[src/rtl/mem_arbiter_pkg.sv]
// Shared definitions for the instruction/data memory arbiter: the MMIO window,
// the arbiter state encoding and the word returned on an MMIO timeout.
package mem_arbiter_pkg;

  localparam logic [31:0] MMIO_BASE    = 32'hFFFF_0000;
  localparam logic [31:0] TIMEOUT_WORD = 32'hDEAD_BEEF;

  typedef enum logic [2:0] {
    IDLE,
    D_RAM,
    D_IO,
    I_RAM,
    DONE
  } state_t;

  function automatic logic is_mmio(input logic [31:0] addr);
    return addr >= MMIO_BASE;
  endfunction

endpackage

[src/rtl/mem_arbiter_if.sv]
// Core-side request bundle: fetch port, data port and the shared pipeline stall.
interface mem_arbiter_if;

  logic        if_req;
  logic [31:0] if_addr;
  logic [31:0] if_rdata;
  logic        d_req;
  logic [3:0]  d_we;
  logic [31:0] d_addr;
  logic [31:0] d_wdata;
  logic [31:0] d_rdata;
  logic        stall;

  modport master (
    output if_req, if_addr, d_req, d_we, d_addr, d_wdata,
    input  if_rdata, d_rdata, stall
  );

  modport slave (
    input  if_req, if_addr, d_req, d_we, d_addr, d_wdata,
    output if_rdata, d_rdata, stall
  );

endinterface

[src/rtl/mem_arbiter_mmio_timeout.sv]
// Counts consecutive MMIO wait cycles without an acknowledge; flags the cycle
// in which the limit is reached (an ack in that cycle suppresses the flag).
module mmio_timeout #(
  parameter int IO_TIMEOUT = 255
) (
  input  logic clk,
  input  logic rst,
  input  logic run,
  input  logic ack,
  output logic expired
);

  localparam int CW = (IO_TIMEOUT > 1) ? $clog2(IO_TIMEOUT) : 1;

  logic [CW-1:0] cnt_q, cnt_d;

  // Held at zero outside the wait state, so every new MMIO access starts fresh.
  always_comb begin
    cnt_d = '0;
    if (run && !ack) cnt_d = cnt_q + 1'b1;
  end

  always_ff @(posedge clk or posedge rst) begin
    if (rst) cnt_q <= '0;
    else     cnt_q <= cnt_d;
  end

  assign expired = run && !ack && (cnt_q == CW'(IO_TIMEOUT - 1));

endmodule

[src/rtl/mem_arbiter.sv]
// Arbitrates one RAM port and an MMIO bus between the data and fetch requesters,
// stalling the pipeline until both requests of a cycle have been serviced.
module mem_arbiter
  import mem_arbiter_pkg::*;
#(
  parameter int RAM_AW     = 12,
  parameter int IO_TIMEOUT = 255
) (
  input  logic              clk,
  input  logic              rst,
  mem_arbiter_if.slave      cpu,
  output logic              ram_en,
  output logic [3:0]        ram_we,
  output logic [RAM_AW-1:0] ram_addr,
  output logic [31:0]       ram_wdata,
  input  logic [31:0]       ram_rdata,
  output logic              io_req,
  output logic              io_we,
  output logic [31:0]       io_addr,
  output logic [31:0]       io_wdata,
  input  logic [31:0]       io_rdata,
  input  logic              io_ack,
  output logic              bus_err
);

  state_t      state_q, state_d;
  logic [31:0] d_rdata_q, d_rdata_d;
  logic [31:0] if_rdata_q, if_rdata_d;
  logic        bus_err_q, bus_err_d;
  logic        io_run, io_expired, d_exit;
  logic        unused_addr_bits;

  assign io_run = (state_q == D_IO);
  // The data access finishes this cycle; a pending fetch may use the RAM port now.
  assign d_exit = (state_q == D_RAM) || (io_run && (io_ack || io_expired));
  assign unused_addr_bits = ^{cpu.if_addr[31:RAM_AW+2], cpu.if_addr[1:0]};

  mmio_timeout #(.IO_TIMEOUT(IO_TIMEOUT)) u_mmio_timeout (
    .clk     (clk),
    .rst     (rst),
    .run     (io_run),
    .ack     (io_ack),
    .expired (io_expired)
  );

  always_ff @(posedge clk or posedge rst) begin
    if (rst) begin
      state_q    <= IDLE;
      d_rdata_q  <= '0;
      if_rdata_q <= '0;
      bus_err_q  <= 1'b0;
    end else begin
      state_q    <= state_d;
      d_rdata_q  <= d_rdata_d;
      if_rdata_q <= if_rdata_d;
      bus_err_q  <= bus_err_d;
    end
  end

  always_comb begin
    state_d = state_q;
    case (state_q)
      IDLE: begin
        if (cpu.d_req)       state_d = is_mmio(cpu.d_addr) ? D_IO : D_RAM;
        else if (cpu.if_req) state_d = I_RAM;
      end
      D_RAM:   state_d = cpu.if_req ? I_RAM : DONE;
      D_IO:    if (io_ack || io_expired) state_d = cpu.if_req ? I_RAM : DONE;
      I_RAM:   state_d = DONE;
      DONE:    state_d = IDLE;
      default: state_d = IDLE;
    endcase
  end

  always_comb begin
    cpu.stall  = 1'b0;
    ram_en     = 1'b0;
    ram_we     = '0;
    ram_addr   = '0;
    ram_wdata  = '0;
    io_req     = 1'b0;
    io_we      = 1'b0;
    io_addr    = '0;
    io_wdata   = '0;
    d_rdata_d  = d_rdata_q;
    if_rdata_d = if_rdata_q;
    bus_err_d  = 1'b0;
    if (!rst) begin
      case (state_q)
        IDLE: begin
          if (cpu.d_req) begin
            cpu.stall = 1'b1;
            if (!is_mmio(cpu.d_addr)) begin
              ram_en    = 1'b1;
              ram_we    = cpu.d_we;
              ram_addr  = cpu.d_addr[RAM_AW+1:2];
              ram_wdata = cpu.d_wdata;
            end
          end else if (cpu.if_req) begin
            cpu.stall = 1'b1;
            ram_en    = 1'b1;
            ram_addr  = cpu.if_addr[RAM_AW+1:2];
          end
        end
        D_RAM: begin
          cpu.stall = 1'b1;
          d_rdata_d = ram_rdata;
        end
        D_IO: begin
          cpu.stall = 1'b1;
          io_req    = 1'b1;
          io_we     = |cpu.d_we;
          io_addr   = cpu.d_addr;
          io_wdata  = cpu.d_wdata;
          if (io_ack) begin
            d_rdata_d = io_rdata;
          end else if (io_expired) begin
            d_rdata_d = TIMEOUT_WORD;
            bus_err_d = 1'b1;
          end
        end
        I_RAM: begin
          cpu.stall  = 1'b1;
          if_rdata_d = ram_rdata;
        end
        default: ;
      endcase
      if (d_exit && cpu.if_req) begin
        ram_en   = 1'b1;
        ram_addr = cpu.if_addr[RAM_AW+1:2];
      end
    end
  end

  assign cpu.d_rdata  = d_rdata_q;
  assign cpu.if_rdata = if_rdata_q;
  assign bus_err      = bus_err_q;

endmodule

[src/flat_wrapper.sv]
// flat-port wrapper written by rule: the top's interface ports become plain ports
module mem_arbiter_flat import mem_arbiter_pkg::*;
#(
  parameter int RAM_AW     = 12,
  parameter int IO_TIMEOUT = 255
)
  (clk, rst, ram_en, ram_we, ram_addr, ram_wdata, ram_rdata, io_req, io_we, io_addr, io_wdata, io_rdata, io_ack, bus_err, cpu_if_req, cpu_if_addr, cpu_d_req, cpu_d_we, cpu_d_addr, cpu_d_wdata, cpu_if_rdata, cpu_d_rdata, cpu_stall);
  mem_arbiter_if cpu_i ();
  input  logic clk;
  input  logic rst;
  output logic ram_en;
  output logic [3:0] ram_we;
  output logic [RAM_AW-1:0] ram_addr;
  output logic [31:0] ram_wdata;
  input  logic [31:0] ram_rdata;
  output logic io_req;
  output logic io_we;
  output logic [31:0] io_addr;
  output logic [31:0] io_wdata;
  input  logic [31:0] io_rdata;
  input  logic io_ack;
  output logic bus_err;
  input wire logic [$bits(cpu_i.if_req)-1:0] cpu_if_req;
  input wire logic [$bits(cpu_i.if_addr)-1:0] cpu_if_addr;
  input wire logic [$bits(cpu_i.d_req)-1:0] cpu_d_req;
  input wire logic [$bits(cpu_i.d_we)-1:0] cpu_d_we;
  input wire logic [$bits(cpu_i.d_addr)-1:0] cpu_d_addr;
  input wire logic [$bits(cpu_i.d_wdata)-1:0] cpu_d_wdata;
  output wire logic [$bits(cpu_i.if_rdata)-1:0] cpu_if_rdata;
  output wire logic [$bits(cpu_i.d_rdata)-1:0] cpu_d_rdata;
  output wire logic [$bits(cpu_i.stall)-1:0] cpu_stall;
  assign cpu_i.if_req = cpu_if_req;
  assign cpu_i.if_addr = cpu_if_addr;
  assign cpu_i.d_req = cpu_d_req;
  assign cpu_i.d_we = cpu_d_we;
  assign cpu_i.d_addr = cpu_d_addr;
  assign cpu_i.d_wdata = cpu_d_wdata;
  assign cpu_if_rdata = cpu_i.if_rdata;
  assign cpu_d_rdata = cpu_i.d_rdata;
  assign cpu_stall = cpu_i.stall;
  mem_arbiter #(.RAM_AW(RAM_AW), .IO_TIMEOUT(IO_TIMEOUT)) u_core (.clk(clk), .rst(rst), .cpu(cpu_i), .ram_en(ram_en), .ram_we(ram_we), .ram_addr(ram_addr), .ram_wdata(ram_wdata), .ram_rdata(ram_rdata), .io_req(io_req), .io_we(io_we), .io_addr(io_addr), .io_wdata(io_wdata), .io_rdata(io_rdata), .io_ack(io_ack), .bus_err(bus_err));
endmodule
[config.mk]
export PLATFORM = sky130hd
export DESIGN_NAME = mem_arbiter_flat
export DESIGN_NICKNAME = d
export VERILOG_FILES = /design/src/rtl/mem_arbiter_pkg.sv /design/src/rtl/mem_arbiter_if.sv /design/src/rtl/mem_arbiter_mmio_timeout.sv /design/src/rtl/mem_arbiter.sv /design/src/flat_wrapper.sv
export SDC_FILE = /design/constraint.sdc
export NUM_CORES = 1
export LEC_CHECK = 0
export BUFFER_PORTS_ARGS = -buffer_cell sky130_fd_sc_hd__buf_2
export CORE_AREA = 2 2 134 136
export CTS_CLUSTER_DIAMETER = 150
export DETAILED_ROUTE_END_ITERATION = 10
export DIE_AREA = 0 0 136 138
export GPL_TIMING_DRIVEN = 0
export MAX_ROUTING_LAYER = met4
export PLACE_DENSITY = 0.6
export SYNTH_ARGS = -nofsm -noshare
export SYNTH_HDL_FRONTEND = slang
export SYNTH_SLANG_ARGS = --single-unit
[constraint.sdc]
create_clock -name clk -period 5.4 [get_ports clk]
set_clock_uncertainty 0.2 [all_clocks]
set_input_delay 0.54 -clock clk [delete_from_list [all_inputs] [get_ports clk]]
set_output_delay 0.54 -clock clk [all_outputs]
set_load 0.1 [all_outputs]
==> summary.txt, run 1 <==
Logic synthesis
  – Count of cell types in the netlist: 37
  – Synthesized cell area: 0.00481 mm2
  – Synthesized Nets: between 600 and 700
  – Top FF cell, synth: dfrtp_1
  – Most common library cells after synthesis: and3_1 (92), dfrtp_1 (76), nor2_1 (38)
  – Top-area cell type share of the netlist area: 0.396
  – Ys async rst share: 1.00
  – Post-synthesis register bit count: 76
  – Ys Warns: 0
  – Seq/Total Area, Yosys: 0.396
  – EDFF count, synth: 0
  – Mapped Cells: about 510
  – Most numerous cell in the Yosys netlist: and3_1
  – Top cells by area, synth: dfrtp_1 (40%), and3_1 (12%), mux2_4 (9.4%), mux2_2 (7.7%), o211ai_1 (3.4%)
  – Syn_area_per_cell: roughly 9.4 um2
  – Cell type with the highest aggregate area in the netlist: dfrtp_1

Drt
  – Via/cell ratio: roughly 4.8
  – Drt drc: 0
  – Wire length per cell: around 18 um
  – Initial drt markers: ~310
  – Post-DRT Antenna Nets: 0
  – Vias after detailed routing: 5175
  – 1st-pass router iterations: 5
  – Total wire length: around 19000 um

Clocking
  – Clock Path Buffers: 2
  – Post-cts resize count: 0
  – Clk slew on worst S/H paths: roughly 0.070 ns
  – Setup bufs post-CTS: 0
  – Worst skew pair latency: 0.34 ns
  – CTS Sinks: between 70 and 80
  – Number of buffers created by CTS: 9
  – CTS Root Cell: clkbuf_16
  – Post-cts hold buffer count: 0
  – H-tree Lvls: 3
  – CTS tree: done

Critical path
  – Crit end category: primary output
  – Startpoint Class: input port
  – Crit path max fanout: just under 50
  – Critical path arrival: about 2.6 ns
  – CP Class: input port to primary output
  – Worst path required time: 4.66 ns
  – Reg2reg setup slack: 3.10 ns

Global routing
  – Vias in the first global route: approximately 5000
  – Pin count of the biggest net entering global routing: 50
  – Initial antenna violation count: 1
  – First-pass GRT wire length: approximately 29000 um
  – Total GRT Usage: 0.205
  – Total grt overflow: 0

Floorplan
  – Initial Util: 0.274
  – Chip Height: ~140 um
  – Die width: between 100 and 150 um
  – Area of the core: between 0.015 and 0.02 mm2
  – FP Rows: between 40 and 50
  – Die area: 0.0188 mm2
  – Number of I/O pins: 350

STA
  – RSZ-0062 raised after global routing: no
  – Final period util: 0.617
  – Max-Slew Margin vs Limit: 0.536
  – Final WS setup: between 2 and 2.5 ns
  – Fmax: around 0.3 GHz
  – Final Hold Violating Endpoints: 0
  – Slew Limit Fails: 0
  – Final hold slack: 0.242 ns
  – Min Tclk post-route: between 3 and 4 ns
  – Slew @ Worst Pin: about 0.7 ns
  – Setup violators final: 0

Place
  – Placer Congestion: between 0.9 and 1
  – Pre-CTS WS: 2.03 ns
  – Hpwl dp: approximately 15000 um
  – IO buf count: between 300 and 400

Final layout
  – Area growth from synthesis to layout: 46.7%
  – Filler Cells Inserted: between 1500 and 2000
  – Layout Nets: roughly 1000
  – Layout cell share with drive strength beyond 1: 0.509

Worst hold path
  – Min-delay worst type: input port to register

Run status
  – Status: complete, no violations

Flow run
  – Max-cap violation count: 0
-- through the flow --
stage	instance area [um2]	cells	utilization	TNS [ns]
2_1_floorplan	4810	512	-	0
3_3_place_gp	6740	1069	0.384	-63.80
3_5_place_dp	6760	1070	0.385	0
4_1_cts	7050	1086	0.402	0
5_1_grt	7050	1087	0.402	0
6_report	7050	1087	0.402	0
-- sequential cells by signal, summed over array words and instances (netlist names) --
signal                       count
u_core.u_mmio_timeout.cnt_q      8
u_core.cpu.d_rdata              32
u_core.state_q                   3
u_core.cpu.if_rdata             32
u_core.bus_err                   1
-- path summary, 6_finish.rpt --
kind,cells after the start,endpoint,from
setup / recovery,6,io_wdata[22],rst
hold reg to reg,1,u_core.cpu.if_rdata[23]$_DFFE_PP0P_,u_core.cpu.if_rdata[23]$_DFFE_PP0P_
setup reg to reg,6,u_core.cpu.d_rdata[16]$_DFFE_PP0P_,u_core.state_q[2]$_DFFE_PP0P_
hold / removal,2,u_core.cpu.if_rdata[23]$_DFFE_PP0P_,ram_rdata[23]
max in group asynchronous,5,u_core.cpu.d_rdata[4]$_DFFE_PP0P_,rst
min in group asynchronous,4,u_core.bus_err$_DFF_PP0_,rst
-- cell type report --
cell class / instances / area, um2 / area share
Antenna cell: 1 / 2.50 / 0.000355
Buffer: 50 / 268 / 0.0380
Clock buffer: 9 / 225 / 0.0319
Clock inverter: 7 / 65.1 / 0.00923
Inverter: 37 / 139 / 0.0197
Multi-Input combinational cell: 349 / 2500 / 0.355
Sequential cell: 76 / 1900 / 0.270
Tap cell: 229 / 287 / 0.0406
Timing Repair Buffer: 329 / 1660 / 0.236
-- cell families after synthesis --
logic type      count (synthesis)  share of synthesized area
simple gates                  221                      0.250
buf+inv                        87                     0.0838
flops                          76                      0.396
mux                            64                      0.173
compound gates                 55                     0.0789
xor+xnor                        7                     0.0128
fa+ha+maj                       2                    0.00520
-- cells in the final DEF, fill, tap and decap left out, types with 4 or more instances in the layout --
| cell type | count |
|---|---|
| dfrtp_1 | 76 |
| nand4_1 | 5 |
| nor3_1 | 12 |
| buf_2 | 344 |
| mux2_4 | 30 |
| clkbuf_1 | 29 |
| nor2_1 | 38 |
| nor2b_1 | 12 |
| a31oi_1 | 24 |
| xor2_1 | 5 |
| and3_1 | 92 |
| o211ai_1 | 22 |
| clkbuf_16 | 9 |
| inv_1 | 37 |
| nand3_1 | 15 |
| mux2_2 | 33 |
| buf_12 | 4 |
| nand2_1 | 31 |
-- layer usage --
layer,wire (um),share of wire,track usage,vias up
met5,0,0,-,-
met4,184,0.0096,0.0362,0
met3,1490,0.078,0.0554,15
met2,8790,0.46,0.310,209
met1,8690,0.45,0.279,2472
li1,-,-,-,2479
-- worst max-delay path, stage by stage --
cell and delay [ns]:
buf_2 0.12, clkbuf_1 0.24, inv_1 0.32, clkbuf_4 0.66, and3_1 0.27, buf_2 0.43
Power of run 1 is not shown: default switching activity piles up to over one toggle a cycle in this logic, so the estimate is an artifact.
==> run 2: changes to the inputs <==
--- a/config.mk
+++ b/config.mk
@@ -5,14 +5,15 @@
 export SDC_FILE = /design/constraint.sdc
 export NUM_CORES = 1
 export LEC_CHECK = 0
+export ABC_AREA = 1
 export BUFFER_PORTS_ARGS = -buffer_cell sky130_fd_sc_hd__buf_2
-export CORE_AREA = 2 2 134 136
+export CORE_AREA = 2 2 137 139
 export CTS_CLUSTER_DIAMETER = 150
 export DETAILED_ROUTE_END_ITERATION = 10
-export DIE_AREA = 0 0 136 138
+export DIE_AREA = 0 0 139 141
 export GPL_TIMING_DRIVEN = 0
 export MAX_ROUTING_LAYER = met4
-export PLACE_DENSITY = 0.6
+export PLACE_DENSITY = 0.59
 export SYNTH_ARGS = -nofsm -noshare
 export SYNTH_HDL_FRONTEND = slang
 export SYNTH_SLANG_ARGS = --single-unit
==> constraint.sdc (replaced) <==
create_clock -name clk -period 3 [get_ports clk]
set_clock_uncertainty 0.2 [all_clocks]
set_input_delay 0.3 -clock clk [delete_from_list [all_inputs] [get_ports clk]]
set_output_delay 0.3 -clock clk [all_outputs]
set_load 0.1 [all_outputs]
==> summary.txt, run 2 <==
STA
  – Slew @ Worst Pin: 0.648 ns (-0.0490 ns)
  – Fmax: roughly 0.35 GHz
  – Max-Slew Margin vs Limit: 0.566 (+0.0303)
  – Setup violators final: 0 (unchanged)
  – Final period util: 0.955
  – Final hold slack: 0.0316 ns (-0.210 ns)
  – Slew Limit Fails: 0 (unchanged)
  – RSZ-0062 raised after global routing: no
  – Min Tclk post-route: approximately 2.9 ns
  – Final Hold Violating Endpoints: 0 (unchanged)
  – Fin Setup TNS: 0 ns (unchanged)

Clocking
  – Worst skew pair latency: 0.32 ns (-0.02 ns)
  – Number of buffers created by CTS: 9 (unchanged)
  – Clock Path Buffers: 2 (unchanged)
  – Clk slew on worst S/H paths: 0.06 ns (about the same)
  – CTS Root Cell: clkbuf_16
  – CTS Sinks: 76 (unchanged)
  – CTS tree: done
  – Setup bufs post-CTS: 0 (unchanged)
  – H-tree Lvls: 3 (unchanged)

Floorplan
  – Area of the core: 0.0183 mm2 (+4.2%)
  – FP Rows: 50 (+2.0%)
  – Initial Util: 0.254 (-0.0205)
  – Die width: 139 um (+2.2%)
  – Number of I/O pins: 350 (unchanged)
  – Chip Height: 141 um (+2.2%)
  – Die area: 0.0196 mm2 (+4.4%)

Logic synthesis
  – Cell type with the highest aggregate area in the netlist: dfrtp_1
  – Most common library cells after synthesis: nand2_1 (143), nor2_1 (123), inv_1 (118)
  – EDFF count, synth: 0 (unchanged)
  – Count of cell types in the netlist: 26 (-30%)
  – Syn_area_per_cell: 6.71 um2 (-29%)
  – Ys Warns: 0 (unchanged)
  – Ys async rst share: 1.00 (unchanged)
  – Synthesized Nets: 862 (+26%)
  – Top-area cell type share of the netlist area: 0.410 (+0.0147)
  – Top cells by area, synth: dfrtp_1 (41%), nand2_1 (12%), nor2_1 (10%), o21ai_0 (9.7%), inv_1 (9.6%)
  – Mapped Cells: 691 (+35%)
  – Synthesized cell area: 0.00463 mm2 (-3.6%)
  – Seq/Total Area, Yosys: 0.410 (+0.0147)
  – Most numerous cell in the Yosys netlist: nand2_1
  – Post-synthesis register bit count: 76 (unchanged)
  – Top FF cell, synth: dfrtp_1

Worst hold path
  – Hold Path Stages: 3 (+1)
  – Min-delay worst type: input port to register

Drt
  – Total wire length: 18700 um (-2.4%)
  – 1st-pass router iterations: 4 (-1)
  – Initial drt markers: 236 (-24%)
  – Wire length per cell: 14.7 um (-17%)
  – Via/cell ratio: 4.46 (-6.4%)
  – Vias after detailed routing: 5677 (+9.7%)
  – Post-DRT Antenna Nets: 0 (unchanged)
  – Drt drc: 0 (unchanged)

Flow run
  – Max-cap violation count: 0 (unchanged)

Critical path
  – Worst path required time: 2.50 ns (-2.16 ns)
  – Buf+Inv Stages, Crit Path: 5 (unchanged)
  – Slowest CP cell: buf_2
  – Critical path arrival: 2.37 ns (-0.22 ns)
  – CP max stage delay: 0.44 ns (-0.22 ns)
  – R2R cell count: 8 (+2)
  – CP cell instances: inv_1, nand3_2, inv_1, clkbuf_4, buf_2, nand2_1, nor2_1, buf_2
  – Crit end category: primary output
  – Crit path max fanout: 10 (-80%)
  – Startpoint Class: register
  – Worst path depth: 8 (+2)
  – CP Class: register to primary output
  – Cell family with most CP delay: buffers and inverters

Run status
  – Status: complete, no violations

Final layout
  – Final Instance Area: 0.00732 mm2 (+3.7%)
  – Most frequent cells in the layout: buf_2 (290), nand2_1 (143), inv_1 (117)
  – Area growth from synthesis to layout: 57.9%
  – Filler Cells Inserted: 1966 (+7.0%)
  – Commonest non-fill, non-tap cell in the layout: buf_2
  – Layout cell share with drive strength beyond 1: 0.424 (-0.0843)
  – Layout Nets: 1205 (+18%)

Global routing
  – Pin count of the biggest net entering global routing: 36 (-28%)
  – Initial antenna violation count: 1 (unchanged)
  – Total GRT Usage: 0.181 (-0.0241)
  – Total grt overflow: 0 (unchanged)
  – Vias in the first global route: 5150 (+2.6%)
  – First-pass GRT wire length: 27600 um (-4.3%)

Place
  – Hpwl dp: 14500 um (-4.7%)
  – Placer Congestion: 0.846 (-6.2%)
  – Dpl cell area: 0.00685 mm2 (+1.4%)
  – IO buf count: 328 (unchanged)
[run 2: cell count changes in the layout (fill, tap and decap cells not counted), sizes merged, moves of 44 or more]
| cell | change |
|---|---|
| and3 | -89 |
| buf | -44 |
| inv | +78 |
| mux2 | -64 |
| nand2 | +113 |
| nor2 | +86 |
| o21ai | +119 |
[run 2: layout make-up]
type	instances	area [um2]	share of cell area
antenna	1	2.50	0.000342
buffer	40	244	0.0334
clock buffer	12	256	0.0351
clock inverter	4	47.5	0.00650
inverter	120	454	0.0621
multi-input combinational	455	2300	0.314
sequential	76	1900	0.260
tap	234	293	0.0400
timing repair buffer	331	1810	0.248
timing repair inverter	1	5.00	0.000684
[run 2: worst reg2reg max path: cells and delay by family (launching register included)]
kind	cells	cell delay, ns
buf+inv	3	0.73
compound gates	3	0.36
simple gates	2	0.27
flops	1	0.40
[run 2: final timing paths]
check	slack (ns)	start	endpoint
max in group asynchronous	1.55	rst	u_core.cpu.if_rdata[30]$_DFFE_PP0P_
worst max register to register	0.98	u_core.state_q[0]$_DFFE_PP0P_	u_core.cpu.d_rdata[0]$_DFFE_PP0P_
worst min register to register	0.28	u_core.cpu.if_rdata[31]$_DFFE_PP0P_	u_core.cpu.if_rdata[31]$_DFFE_PP0P_
worst min-delay path	0.03	ram_rdata[3]	u_core.cpu.if_rdata[3]$_DFFE_PP0P_
worst max-delay path	0.13	u_core.state_q[0]$_DFFE_PP0P_	io_addr[5]
min in group asynchronous	0.45	rst	u_core.cpu.if_rdata[29]$_DFFE_PP0P_
[run 2: kinds of logic (layout without fill, tap and decap cells)]
logic type	count (synthesis)	in the layout	synth area share
AND/OR/NAND/NOR	310	310	0.270
buffers and inverters	160	508	0.145
flip-flops	76	76	0.410
adder cells (fa/ha/maj)	2	2	0.00540
AO/OA/AOI/OAI	143	143	0.169
other	0	1	0
[run 2: repair_timing]
action,in CTS,in global routing
gates resized for setup,5,57
setup endpoints to repair,21,96
hold buffers,1,0
hold endpoints to repair,21,0
gates cloned,0,1
[run 2: stage by stage]
step / util / std cells / worst slack, ns
after CTS: 0.393 / 1272 / 0.0155
final: 0.400 / 1274 / 0.134
after global placement: 0.373 / 1253 / -0.920
after floorplan: - / 691 / 0.0285
after global routing: 0.400 / 1274 / 0.000974
after detailed placement: 0.375 / 1255 / -0.0697
[run 2: metal layers]
metal / wire (um) / GRT usage / up-vias
li1: - / - / 2820
met1: 8490 / 0.246 / 2629
met2: 8980 / 0.284 / 211
met3: 1040 / 0.0353 / 17
met4: 201 / 0.0362 / 0
met5: 0 / - / -
Power of run 2 is left out for the same reason.
==> run 3: changes to the inputs <==
--- a/config.mk
+++ b/config.mk
@@ -6,14 +6,14 @@
 export NUM_CORES = 1
 export LEC_CHECK = 0
 export ABC_AREA = 1
-export BUFFER_PORTS_ARGS = -buffer_cell sky130_fd_sc_hd__buf_2
 export CORE_AREA = 2 2 137 139
 export CTS_CLUSTER_DIAMETER = 150
 export DETAILED_ROUTE_END_ITERATION = 10
 export DIE_AREA = 0 0 139 141
+export DONT_BUFFER_PORTS = 1
 export GPL_TIMING_DRIVEN = 0
 export MAX_ROUTING_LAYER = met4
-export PLACE_DENSITY = 0.59
+export PLACE_DENSITY = 0.41
 export SYNTH_ARGS = -nofsm -noshare
 export SYNTH_HDL_FRONTEND = slang
 export SYNTH_SLANG_ARGS = --single-unit
==> summary.txt, run 3 (synthesis results as in run 2) <==
Worst hold path
  – Min-delay worst type: input port to register

Floorplan
  – Initial Util: 0.254 (unchanged)
  – Die area: 0.0196 mm2 (unchanged)
  – FP Rows: 50 (unchanged)
  – Area of the core: 0.0183 mm2 (unchanged)
  – Number of I/O pins: 350 (unchanged)
  – Chip Height: 141 um (unchanged)
  – Die width: 139 um (unchanged)

Final layout
  – Antenna Diode Count: 0 (-1)
  – Layout Nets: 925 (-23%)
  – Layout cell share with drive strength beyond 1: 0.269 (-0.156)
  – Most frequent cells in the layout: nand2_1 (140), inv_1 (114), nor2_4 (97)
  – Commonest non-fill, non-tap cell in the layout: nand2_1
  – Area growth from synthesis to layout: 46.0%

STA
  – Max-Slew Margin vs Limit: 0.187 (-0.379)
  – Final period util: 1.03 (+0.0749)
  – Final WS setup: -0.0909 ns (-0.225 ns)
  – Setup violators final: 31 (+31)
  – Slew Limit Fails: 0 (unchanged)
  – Fin Setup TNS: -2.12 ns (-2.12 ns)
  – Final Hold Violating Endpoints: 0 (unchanged)
  – RSZ-0062 raised after global routing: yes
  – Slew @ Worst Pin: 1.21 ns (+0.564 ns)
  – Fmax: 0.324 GHz (-7.3%)
  – Min Tclk post-route: 3.09 ns (+0.225 ns)

Critical path
  – Critical path arrival: 2.59 ns (+0.22 ns)
  – CP max stage delay: 0.52 ns (+0.08 ns)
  – Crit path max fanout: 6 (-4)
  – Top cell by count, worst path: nor2_4
  – Slowest CP cell: nor2_4
  – Startpoint Class: register
  – CP cell instances: inv_2, nand3_4, buf_12, nor2_4, clkinv_4, buf_6, clkbuf_16, nor2_4
  – Crit end category: primary output
  – Buf+Inv Stages, Crit Path: 5 (unchanged)
  – Reg2reg setup slack: 0.86 ns (-0.12 ns)
  – Cell family with most CP delay: simple AND/OR/NAND/NOR gates
  – CP Class: register to primary output
  – Worst path required time: 2.50 ns (about the same)

Clocking
  – Worst skew pair latency: 0.34 ns (+0.02 ns)
  – Clk slew on worst S/H paths: 0.06 ns (about the same)
  – H-tree Lvls: 3 (unchanged)
  – CTS Root Cell: clkbuf_16
  – CTS tree: done
  – Clock Path Buffers: 2 (unchanged)
  – CTS Sinks: 76 (unchanged)
  – Number of buffers created by CTS: 9 (unchanged)

Drt
  – Via/cell ratio: 4.84 (+8.7%)
  – Vias after detailed routing: 4809 (-15%)
  – Initial drt markers: 238 (+0.85%)
  – 1st-pass router iterations: 5 (+1)
  – Post-DRT Antenna Nets: 0 (unchanged)
  – Total wire length: 17900 um (-4.2%)
  – Wire length per cell: 18.0 um (+23%)
  – Drt drc: 0 (unchanged)

Place
  – IO buf count: 0 (-100%)
  – Placer Congestion: 0.828 (-2.2%)
  – Hpwl dp: 13500 um (-7.1%)

Run status
  – Violated checks: setup timing
  – Status: complete, but fails checks

Flow run
  – Max-cap violation count: 0 (unchanged)

Global routing
  – First-pass GRT wire length: 26800 um (-2.7%)
  – Initial antenna violation count: 0 (-1)
  – Pin count of the biggest net entering global routing: 41 (+14%)
  – Total GRT Usage: 0.179 (-0.00216)
  – Total grt overflow: 0 (unchanged)
  – Vias in the first global route: 4818 (-6.4%)
run 3: cell types whose count changed in the layout (fill, tap and decap cells not counted), moves of 4 or more:
cell	delta
nor2_4	+75
buf_12	+4
dlygate4sd3_1	+32
nor2_2	-6
buf_2	-284
buf_4	+7
a21oi_4	+14
a21oi_2	-14
clkbuf_4	-42
nor2_1	-69
run 3: per-stage QoR:
| step | cells | worst slack, ns | hold slack [ns] | util | area [um2] |
|---|---|---|---|---|---|
| floorplan | 691 | 0.0285 | 0.254 | - | 4880 |
| finish | 993 | -0.0909 | 0.0123 | 0.370 | 6770 |
| global placement | 925 | -0.925 | 0.270 | 0.283 | 5170 |
| detailed placement | 927 | -0.312 | -0.0650 | 0.295 | 5380 |
| global route | 993 | -0.159 | 0.0407 | 0.370 | 6770 |
| CTS | 981 | -0.242 | 0.00442 | 0.361 | 6600 |
run 3: what timing repair did:
item,4_1_cts,5_1_grt
cloned,2,2
pin swaps,12,22
endpoints found under the hold margin,108,0
setup buffers,3,11
setup endpoints to repair,108,90
gates resized for setup,111,25
hold buffers,33,0
run 3: final timing paths:
kind / start / end / cells after the start
hold / removal: io_rdata[18] / u_core.cpu.d_rdata[18]$_DFFE_PP0P_ / 4
max in group asynchronous: rst / u_core.cpu.if_rdata[0]$_DFFE_PP0P_ / 3
setup / recovery: u_core.state_q[0]$_DFFE_PP0P_ / io_wdata[18] / 8
setup reg to reg: u_core.state_q[0]$_DFFE_PP0P_ / u_core.cpu.if_rdata[31]$_DFFE_PP0P_ / 7
min in group asynchronous: rst / u_core.u_mmio_timeout.cnt_q[5]$_DFF_PP0_ / 2
hold reg to reg: u_core.u_mmio_timeout.cnt_q[0]$_DFF_PP0_ / u_core.u_mmio_timeout.cnt_q[0]$_DFF_PP0_ / 1
run 3: worst reg2reg max path, stage by stage (launching register included):
cell and delay [ns]:
dfrtp_1 0.39, inv_2 0.07, buf_4 0.13, nor3_1 0.25
nand2_1 0.35, clkbuf_1 0.40, nand2_1 0.13, o21ai_0 0.10
run 3: area by class of cell:
type	count	area, um2
multi-input cells	456	3000
repair buffers	51	556
well taps	234	293
plain buffers	40	279
fillers	1888	11500
clock buffers	13	260
inverters	120	459
flip-flops and latches	76	1900
clock inverters	3	21.3
run 3: layer usage:
metal  share of wire  GRT usage  vias to the layer above
li1                -          -                     2267
met1            0.43      0.228                     2310
met2            0.48      0.275                      208
met3           0.069     0.0472                       24
met4           0.019     0.0643                        0
met5               0          -                        -
Power of run 3 is left out for the same reason.
